--- src/rtl/serial_ring_pkg.sv ---
// Shared types and helpers for the serial word ring.
package serial_ring_pkg;

  localparam int unsigned DEF_WORD_W     = 8;
  localparam int unsigned DEF_WORD_COUNT = 22;

  // Word type at the default width. Parameterised instances use a local typedef of the same shape.
  typedef logic [DEF_WORD_W-1:0] word_t;

  // Staging either takes one more bit or hands its completed word to the head.
  typedef enum logic {
    SEL_SHIFT  = 1'b0,
    SEL_ROTATE = 1'b1
  } ring_sel_e;

  // Index width for a count of n; never narrower than one bit.
  function automatic int unsigned idx_w(input int unsigned n);
    if (n > 32'd2) return $unsigned($clog2(n));
    return 32'd1;
  endfunction

endpackage

--- src/rtl/serial_word_ring_counter.sv ---
// Modulo-M counter with enable, synchronous reset and a terminal-count flag.
module ring_mod_counter
  import serial_ring_pkg::*;
#(
  parameter int unsigned M = 8
) (
  input  logic                 clk,
  input  logic                 reset,
  input  logic                 en,
  output logic [idx_w(M)-1:0]  count,
  output logic                 last_c
);

  localparam int unsigned CW = idx_w(M);
  localparam logic [CW-1:0] TOP = CW'(M - 1);

  assign last_c = (count == TOP);

  // Advance when enabled, wrapping from M-1 back to 0.
  always_ff @(posedge clk) begin
    if (reset) begin
      count <= '0;
    end else if (en) begin
      count <= last_c ? '0 : count + CW'(1);
    end
  end

endmodule

--- src/rtl/serial_word_ring.sv ---
// Serial-load circular word memory: bits enter LSB first into a staging word and the ring
// rotates once per completed word, placing that word on io_out.
// Optional feature: define SERIAL_RING_DOUT_EN to add the dout port (staging LSB).
module serial_word_ring
  import serial_ring_pkg::*;
#(
  parameter int unsigned WORD_W     = DEF_WORD_W,
  parameter int unsigned WORD_COUNT = DEF_WORD_COUNT
) (
  input  logic                           clk,
  input  logic                           reset,
  input  logic                           write,
  input  logic                           din,
  input  logic                           hold,
  output logic [WORD_W-1:0]              io_out,
  output logic [idx_w(WORD_COUNT)-1:0]   head_idx,
  output logic                           word_strobe,
  output logic                           frame_start
`ifdef SERIAL_RING_DOUT_EN
  ,
  output logic                           dout
`endif
);

  localparam int unsigned BIT_CW = idx_w(WORD_W);
  localparam int unsigned IDX_W  = idx_w(WORD_COUNT);

  typedef logic [WORD_W-1:0] ring_word_t;

  ring_word_t        ring [WORD_COUNT];
  logic [BIT_CW-1:0] bit_cnt;
  logic [IDX_W-1:0]  head_cnt;
  logic              bit_last_c;
  logic              head_last_c;
  logic              head_en_c;
  logic              bh_c;
  ring_word_t        shifted_c;
  ring_sel_e         sel_c;

  assign head_en_c = ~hold & bit_last_c;

  ring_mod_counter #(.M(WORD_W)) u_bit_cnt (
    .clk    (clk),
    .reset  (reset),
    .en     (~hold),
    .count  (bit_cnt),
    .last_c (bit_last_c)
  );

  ring_mod_counter #(.M(WORD_COUNT)) u_head_cnt (
    .clk    (clk),
    .reset  (reset),
    .en     (head_en_c),
    .count  (head_cnt),
    .last_c (head_last_c)
  );

  // Next staging value and whether this clock completes a word.
  always_comb begin
    bh_c      = ring[1][0];
    shifted_c = ring[1];
    sel_c     = SEL_SHIFT;
    if (write) bh_c = din;
    shifted_c = {bh_c, ring[1][WORD_W-1:1]};
    if (bit_last_c) sel_c = SEL_ROTATE;
  end

  // Ring storage and strobes; reset beats hold, hold freezes everything.
  always_ff @(posedge clk) begin
    if (reset) begin
      for (int unsigned k = 0; k < WORD_COUNT; k++) ring[k] <= '0;
      word_strobe <= 1'b0;
      frame_start <= 1'b0;
    end else if (hold) begin
      word_strobe <= 1'b0;
      frame_start <= 1'b0;
    end else begin
      case (sel_c)
        SEL_ROTATE: begin
          ring[0] <= shifted_c;
          for (int unsigned k = 1; k < WORD_COUNT - 1; k++) ring[k] <= ring[k+1];
          ring[WORD_COUNT-1] <= ring[0];
        end
        default: ring[1] <= shifted_c;
      endcase
      word_strobe <= (sel_c == SEL_ROTATE);
      frame_start <= (sel_c == SEL_ROTATE) && head_last_c;
    end
  end

  assign io_out   = ring[0];
  assign head_idx = head_cnt;

`ifdef SERIAL_RING_DOUT_EN
  assign dout = ring[1][0];
`endif

endmodule

--- config.mk ---
export PLATFORM = sky130hd
export DESIGN_NAME = serial_word_ring
export DESIGN_NICKNAME = d
export VERILOG_FILES = /design/src/rtl/serial_ring_pkg.sv /design/src/rtl/serial_word_ring_counter.sv /design/src/rtl/serial_word_ring.sv
export SDC_FILE = /design/constraint.sdc
export NUM_CORES = 1
export LEC_CHECK = 0
export CAP_MARGIN = 30
export CORE_UTILIZATION = 35
export CTS_CLUSTER_DIAMETER = 80
export DETAILED_ROUTE_END_ITERATION = 16
export PLACE_DENSITY = 0.59
export REMOVE_ABC_BUFFERS = 1
export SYNTH_ARGS = -nofsm -noshare
export SYNTH_HDL_FRONTEND = slang
export SYNTH_HIERARCHICAL = 1
export SYNTH_SLANG_ARGS = --single-unit
--- constraint.sdc ---
create_clock -name clk -period 9.4 [get_ports clk]
set_input_delay 1.88 -clock clk [delete_from_list [all_inputs] [get_ports clk]]
set_output_delay 1.88 -clock clk [all_outputs]
set_load 0.01 [all_outputs]
# Yosys cells after proc, flatten, opt, wreduce, memory -nomap -nowiden
# Memory sizes are Yosys's and may differ from the RTL's.
# Index checks and enable logic that the tools add are counted.
# op_classes
div,0
multipliers,0
n_mux,37
n_shift,0
magnitude_cmp,0
reduce_logical,2
addsub,2
n_eq_ne,2
bitwise_logic,25
# ops
operator,count
2-to-1 mux 8 bit,23
OR 1 bit,23
2-to-1 mux 1 bit,12
"adder 5 x 1 -> 5 bit, second input constant",1
"equality test 5 bit, second input constant",1
2-to-1 mux 5 bit,1
"adder 3 x 1 -> 3 bit, second input constant",1
"equality test 3 bit, second input constant",1
2-to-1 mux 3 bit,1
OR reduction 2 bit,1
AND 1 bit,1
logical AND 1 bit,1
inverter 1 bit,1
# word_totals
in_bits,5
latchBits,0
word_cells,73
ramBits,176
ff_bits,10
rom_bits,0
memories,1
# memory_table
name,words,word_bits,rd,rd_clocked_by_memory_dff,wr,line,source
ring,22,8,22,0,22,serial_word_ring.sv:30,ring_word_t ring [WORD_COUNT];

# Logic depth before layout (Yosys ltp)
# Gate-level depths: netlist (run 1).
# logic_depth
word_depth,8
depth_mapped,8
mapped_depth_nobuf,6

# Cells and area by module
# The synthesis (run 1) kept the hierarchy.
# modules_own_cells
module,area_per_inst_um2,seq_area_each_um2,cells_per_inst,n_inst
serial_word_ring,6703.9,5325.1,399,1
ring_mod_counter (u_head_cnt),245.2,100.1,24,1
ring_mod_counter (u_bit_cnt),136.4,60.1,12,1

# Worst setup path before layout (run 1)
# Ideal clock, no wire load.
# synth_timing
path_kind,in2reg
start,in reset
end,mem ring[0][0] in the netlist's numbering (enable)
setup_time_ns,0.458
path_stages,2
arrival_time_ns,4.241
required_ns,8.942
setup_slack_ns,4.702
path_cell_list,clkbuf_1 -> or2_2
# synth_rtl
item,line,source
from (decl),serial_word_ring.sv:11,"input logic reset,"
to (decl),serial_word_ring.sv:30,

==> results of run 1 <==
## per-layer routing
metal / GRT usage [%] / vias to the layer above / share of wire [%]
met4: 4.65 / 0 / 1.4
li1: - / 1522 / -
met2: 14.9 / 30 / 43
met5: 0 / - / 0
met1: 15.6 / 1623 / 53
met3: 3.51 / 11 / 3.0
## worst paths after layout
kind                            slack, ns                from                 end
worst max-delay path                 4.86                hold         ring[1][19]
worst min-delay path                 0.50  u_bit_cnt/count[1]  u_bit_cnt/count[1]
worst max register to register       5.74  u_bit_cnt/count[0]         ring[1][19]
worst min register to register       0.50  u_bit_cnt/count[1]  u_bit_cnt/count[1]
## synthesized netlist by cell type
cell	instances	area [um2]
a211oi_1	1	7.51
a211oi_2	1	12.5
a21o_4	1	15.0
a21oi_2	1	8.76
and2_1	136	851
and4b_4	1	13.8
buf_2	4	20.0
buf_4	9	67.6
clkbuf_1	5	18.8
clkbuf_2	11	55.1
dfxtp_1	10	200
edfxtp_1	176	5290
ha_1	4	50.1
inv_1	3	11.3
mux2i_1	10	100
nand2_1	1	3.75
nand2b_1	2	12.5
nand4_1	2	12.5
nor2_1	14	52.6
nor2b_1	35	219
nor3b_2	1	12.5
or2_2	2	12.5
or3b_1	1	8.76
xnor2_1	1	8.76
xor2_1	3	26.3
## worst min-delay path, delay by kind of cell, from the launching register on
family / cells / cell delay (ns)
AND/OR/NAND/NOR: 1 / 0.07
multiplexers: 1 / 0.07
flip-flops: 1 / 0.33
## through the flow
step                total power, W  cells  hold WS [ns]  area (um2)
floorplan                 0.000980    406         0.462        6920
global placement          0.000994    693         0.477        7470
detailed placement        0.000996    693         0.494        7470
CTS                        0.00172    725         0.510        8070
global route               0.00175    726         0.536        8090
finish                     0.00170    726         0.500        8090
## cells by family (layout without fill, tap and decap cells)
logic type | after synthesis | count (layout) | synth area share, %
and+or+nand+nor | 195 | 195 | 16.9
DFF | 186 | 186 | 77.4
buffers and inverters | 32 | 58 | 2.44
muxes | 10 | 10 | 1.41
adders and majority gates | 4 | 4 | 0.706
AOI/OAI and AO/OA | 4 | 4 | 0.618
xor gates and xnor gates | 4 | 4 | 0.495
## registers in the layout (all words and copies together), names as in the netlist
| register | flops |
|---|---|
| word_strobe | 1 |
| u_bit_cnt/count | 3 |
| u_head_cnt/count | 5 |
| ring | 176 |
| frame_start | 1 |
## layout make-up
cell class	count	area [um2]	share of cell area (%)
repair buffers	23	223	2.75
multi-input cells	217	1440	17.8
flip-flops and latches	186	5490	67.8
well taps	265	332	4.10
clock buffers	18	429	5.31
inverters	3	11.3	0.139
clock inverters	14	171	2.12
## where the power goes
part           internal, W   total, W  switching (W)  leakage (nW)
Combinational    0.0000102  0.0000336      0.0000234         0.710
Clock             0.000419   0.000724       0.000304         0.277
Sequential        0.000935   0.000944     0.00000864          1.90
==> run metrics, run 1 <==
Power Density=210 nW/um2; Core Util, Final=41.2%; nets=457; Bufs and invs on worst path=2; Die Height=144 um; CP Class=in2reg; sequential fraction of the synthesis area=77.4%; Total Wirelength=10,100 um; Crit path depth=4; Worst-Margin Slew=0.912 ns; Fin. Hold Viols=0; number of top-level pins=20; P&R area growth vs syn=14.1%; TritonCTS Buffers=17; setup_tns=0 ns; post-synth cell types=25; commonest non-fill, non-tap cell in the layout=edfxtp_1; deepest clock path buffer count=2; Hold Path Depth=2; CTS tree=done; Slew headroom=39.2%; layout cell share with drive strength beyond 1=9.11%; Ant. Diodes=0; skew final=0.00698 ns; Final WS setup=4.86 ns; worst slack at placement=4.40 ns; RD Place Congestion=0.753; Setup Viol. Count Final=0; FF+latch count, synth=186; Max Clock Freq=0.220 GHz; post-DP HPWL=5030 um; reported max-cap violation count=0; Post-CTS Setup Bufs=0; Worst setup EP type=flop; Die ar.=20,800 um2; CP peak stage delay=0.83 ns; Leakage=2.89 nW; Global Route Usage Sum=10.9%; Die Width=144 um; FILL cells=1,816; FF-to-FF path depth=5; post_cts resized=0; most frequent cells in the layout=176 x edfxtp_1, 136 x and2_1, 35 x nor2b_1, 18 x clkdlybuf4s50_1, 17 x clkbuf_16; first-pass GRT wire length=17,000 um; Final period util=48.3%; RSZ-0062 raised after global routing=no; Core Box Area=19,700 um2; clk slew on worst S/H paths=0.07 ns; arrival time at the worst endpoint=4.59 ns; Via density=4.39; ANT nets after route=0; crit-path cells=clkdlybuf4s50_1 > nor2b_1 > or2_4 > buf_4; Critical-path top delay cell=or2_4; Post-Syn Area=7090 um2; Initial DRC Count=253; Crit Path Max Fanout=68; worst endpoint required time=9.45 ns; min cycle time layout=4.54 ns; Starting Density=36.1%; initial antenna violation count=0; yosys warns=6; HP Class=reg2reg; CTS H-tree depth=4; startpoint class of the critical path=input port; insertion delay to the later sink of the worst-skew pair=0.42 ns; CTS Sinks=186; Mean Syn Cell Area=16.3 um2; placement row count=51; DR pass1 iterations=4; via count=3,186; global route total overflow=0; status=complete, no violations; clk root buf=clkbuf_16; pin count of the biggest net entering global routing=103; cells after synthesis=435; Slew Limit Fails=0; DR DRC count=0; vias in the first global route=3,199; VDD IR max=0.000143 V; CP delay by family, top=simple AND/OR/NAND/NOR gates; # port buffers=19; routed len/inst=14.0 um; # hold bufs at CTS=0
(Power assumes the default switching activity.)
==> inputs of run 2 (changes only) <==
==> constraint.sdc (replaced) <==
create_clock -name clk -period 4.18 [get_ports clk]
set_input_delay 0.836 -clock clk [delete_from_list [all_inputs] [get_ports clk]]
set_output_delay 0.836 -clock clk [all_outputs]
set_load 0.01 [all_outputs]
==> run metrics, run 2 (synthesis gave the netlist of run 1 again) <==
status=complete, no violations; Worst-Margin Slew=0.826 ns (-0.0856 ns); Max Clock Freq=0.355 GHz; Power Density=473 nW/um2 (+120%); Core Box Area=19,700 um2 (unchanged); first-pass GRT wire length=16,600 um (-2.4%); post_cts resized=0 (unchanged); Ant. Diodes=0 (unchanged); Final period util=67.4%; setup_tns=0 ns (unchanged); DR pass1 iterations=4 (unchanged); Setup Viol. Count Final=0 (unchanged); VDD IR max=0.000315 V (+120%); worst slack at placement=1.14 ns (-3.26 ns); crit-path cells=ha_1 > ha_1 > nor2b_1 > or2_4 > buf_12; post-DP HPWL=5040 um (about the same); RD Place Congestion=0.718 (-4.7%); Die ar.=20,800 um2 (unchanged); Final WS setup=1.36 ns (-3.50 ns); # port buffers=19 (unchanged); Post-CTS Setup Bufs=0 (unchanged); clk root buf=clkbuf_16; Fin. Hold Viols=0 (unchanged); Starting Density=36.1% (unchanged); Placed Area=7500 um2 (+0.44%); DR DRC count=0 (unchanged); FILL cells=1,811 (-0.28%); CTS H-tree depth=4 (unchanged); Worst setup EP type=flop; Largest register FFs=176 (unchanged); vias in the first global route=3,115 (-2.6%); RSZ-0062 raised after global routing=no; biggest registers after layout=ring x176, u_head_cnt/count x5, u_bit_cnt/count x3; HP Class=reg2reg; routed len/inst=13.6 um (-2.9%); post-route design area=8090 um2 (about the same); commonest non-fill, non-tap cell in the layout=edfxtp_1; Critical-path top delay cell=nor2b_1; Initial DRC Count=254 (+0.40%); TritonCTS Buffers=17 (unchanged); P&R area growth vs syn=14.2% (about the same); worst endpoint required time=4.24 ns (-5.21 ns); nets=457 (unchanged); CP dominant cell by count=ha_1; # hold bufs at CTS=0 (unchanged); placement row count=51 (unchanged); global route total overflow=0 (unchanged); ANT nets after route=0 (unchanged); Slew headroom=44.9% (+5.7 points); reported max-cap violation count=0 (unchanged); deepest clock path buffer count=2 (unchanged); CP peak stage delay=0.61 ns (-0.22 ns); CTS tree=done; arrival time at the worst endpoint=2.88 ns (-1.71 ns); most frequent cells in the layout=176 x edfxtp_1, 136 x and2_1, 35 x nor2b_1, 18 x clkdlybuf4s50_1, 17 x clkbuf_16; Leakage=2.90 nW (+0.51%); initial antenna violation count=0 (unchanged); CTS Sinks=186 (unchanged); number of top-level pins=20 (unchanged); FF/Latch Area=5490 um2 (unchanged); Die Height=144 um (unchanged); via count=3,112 (-2.3%); startpoint class of the critical path=flop; skew final=0.00595 ns (-0.00103 ns); clk slew on worst S/H paths=0.06 ns (about the same); pin count of the biggest net entering global routing=113 (+9.7%); min cycle time layout=2.82 ns; CP Class=reg2reg; WHS=0.509 ns (+0.00915 ns); multi-input logic area=1440 um2 (unchanged); Total Wirelength=9830 um (-3.0%); insertion delay to the later sink of the worst-skew pair=0.42 ns (about the same); Global Route Usage Sum=10.7% (-0.20 points); Via density=4.29 (-2.2%); Die Width=144 um (unchanged); Top reg by flops=ring; Slew Limit Fails=0 (unchanged); layout cell share with drive strength beyond 1=7.83% (-1.3 points); Crit Path Max Fanout=96 (+41%)
## run 2: cell types whose count changed in the layout (fill, tap and decap cells not counted), sizes merged
cell / change
clkinv: +2
clkinvlp: -4
bufinv: +1
inv: -2
clkbuf: +2
## run 2: critical path: cells and delay by family, from the launching register on
family                     cells  cell delay (ns)
DFF                            1             0.37
and+or+nand+nor                2             0.88
buffers and inverters          1             0.39
adders and majority gates      2             0.75
## run 2: cell type report
class / instances / share of cell area, %
Clock inverter: 11 / 1.89
Timing Repair Buffer: 23 / 2.97
Inverter: 3 / 0.139
Sequential cell: 186 / 67.8
Clock buffer: 20 / 5.39
Tap cell: 265 / 4.10
Multi-Input combinational cell: 217 / 17.7
## run 2: final timing paths
path,from,to,slack [ns],depth (start not counted)
max,u_bit_cnt/count[0],ring[1][14],1.36,5
min,u_bit_cnt/count[1],u_bit_cnt/count[1],0.51,2
max reg2reg,u_bit_cnt/count[0],ring[1][14],1.36,5
min reg2reg,u_bit_cnt/count[1],u_bit_cnt/count[1],0.51,2
## run 2: where the power goes
part | switching [W] | internal, W
registers | 0.0000202 | 0.00210
logic | 0.0000522 | 0.0000256
clock network | 0.000639 | 0.000987
total | 0.000711 | 0.00312
## run 2: stage by stage
step	utilization (%)	std cells	power, W
after floorplan	-	406	0.00220
after global placement	38.2	694	0.00224
after detailed placement	38.2	694	0.00224
after CTS	41.2	725	0.00387
after global routing	41.2	725	0.00396
final	41.2	725	0.00383
## run 2: metal layers
metal	global-route usage, %	routed length [um]
met5	0	0
met4	5.82	205
met3	2.91	233
met2	14.2	4200
met1	15.6	5190
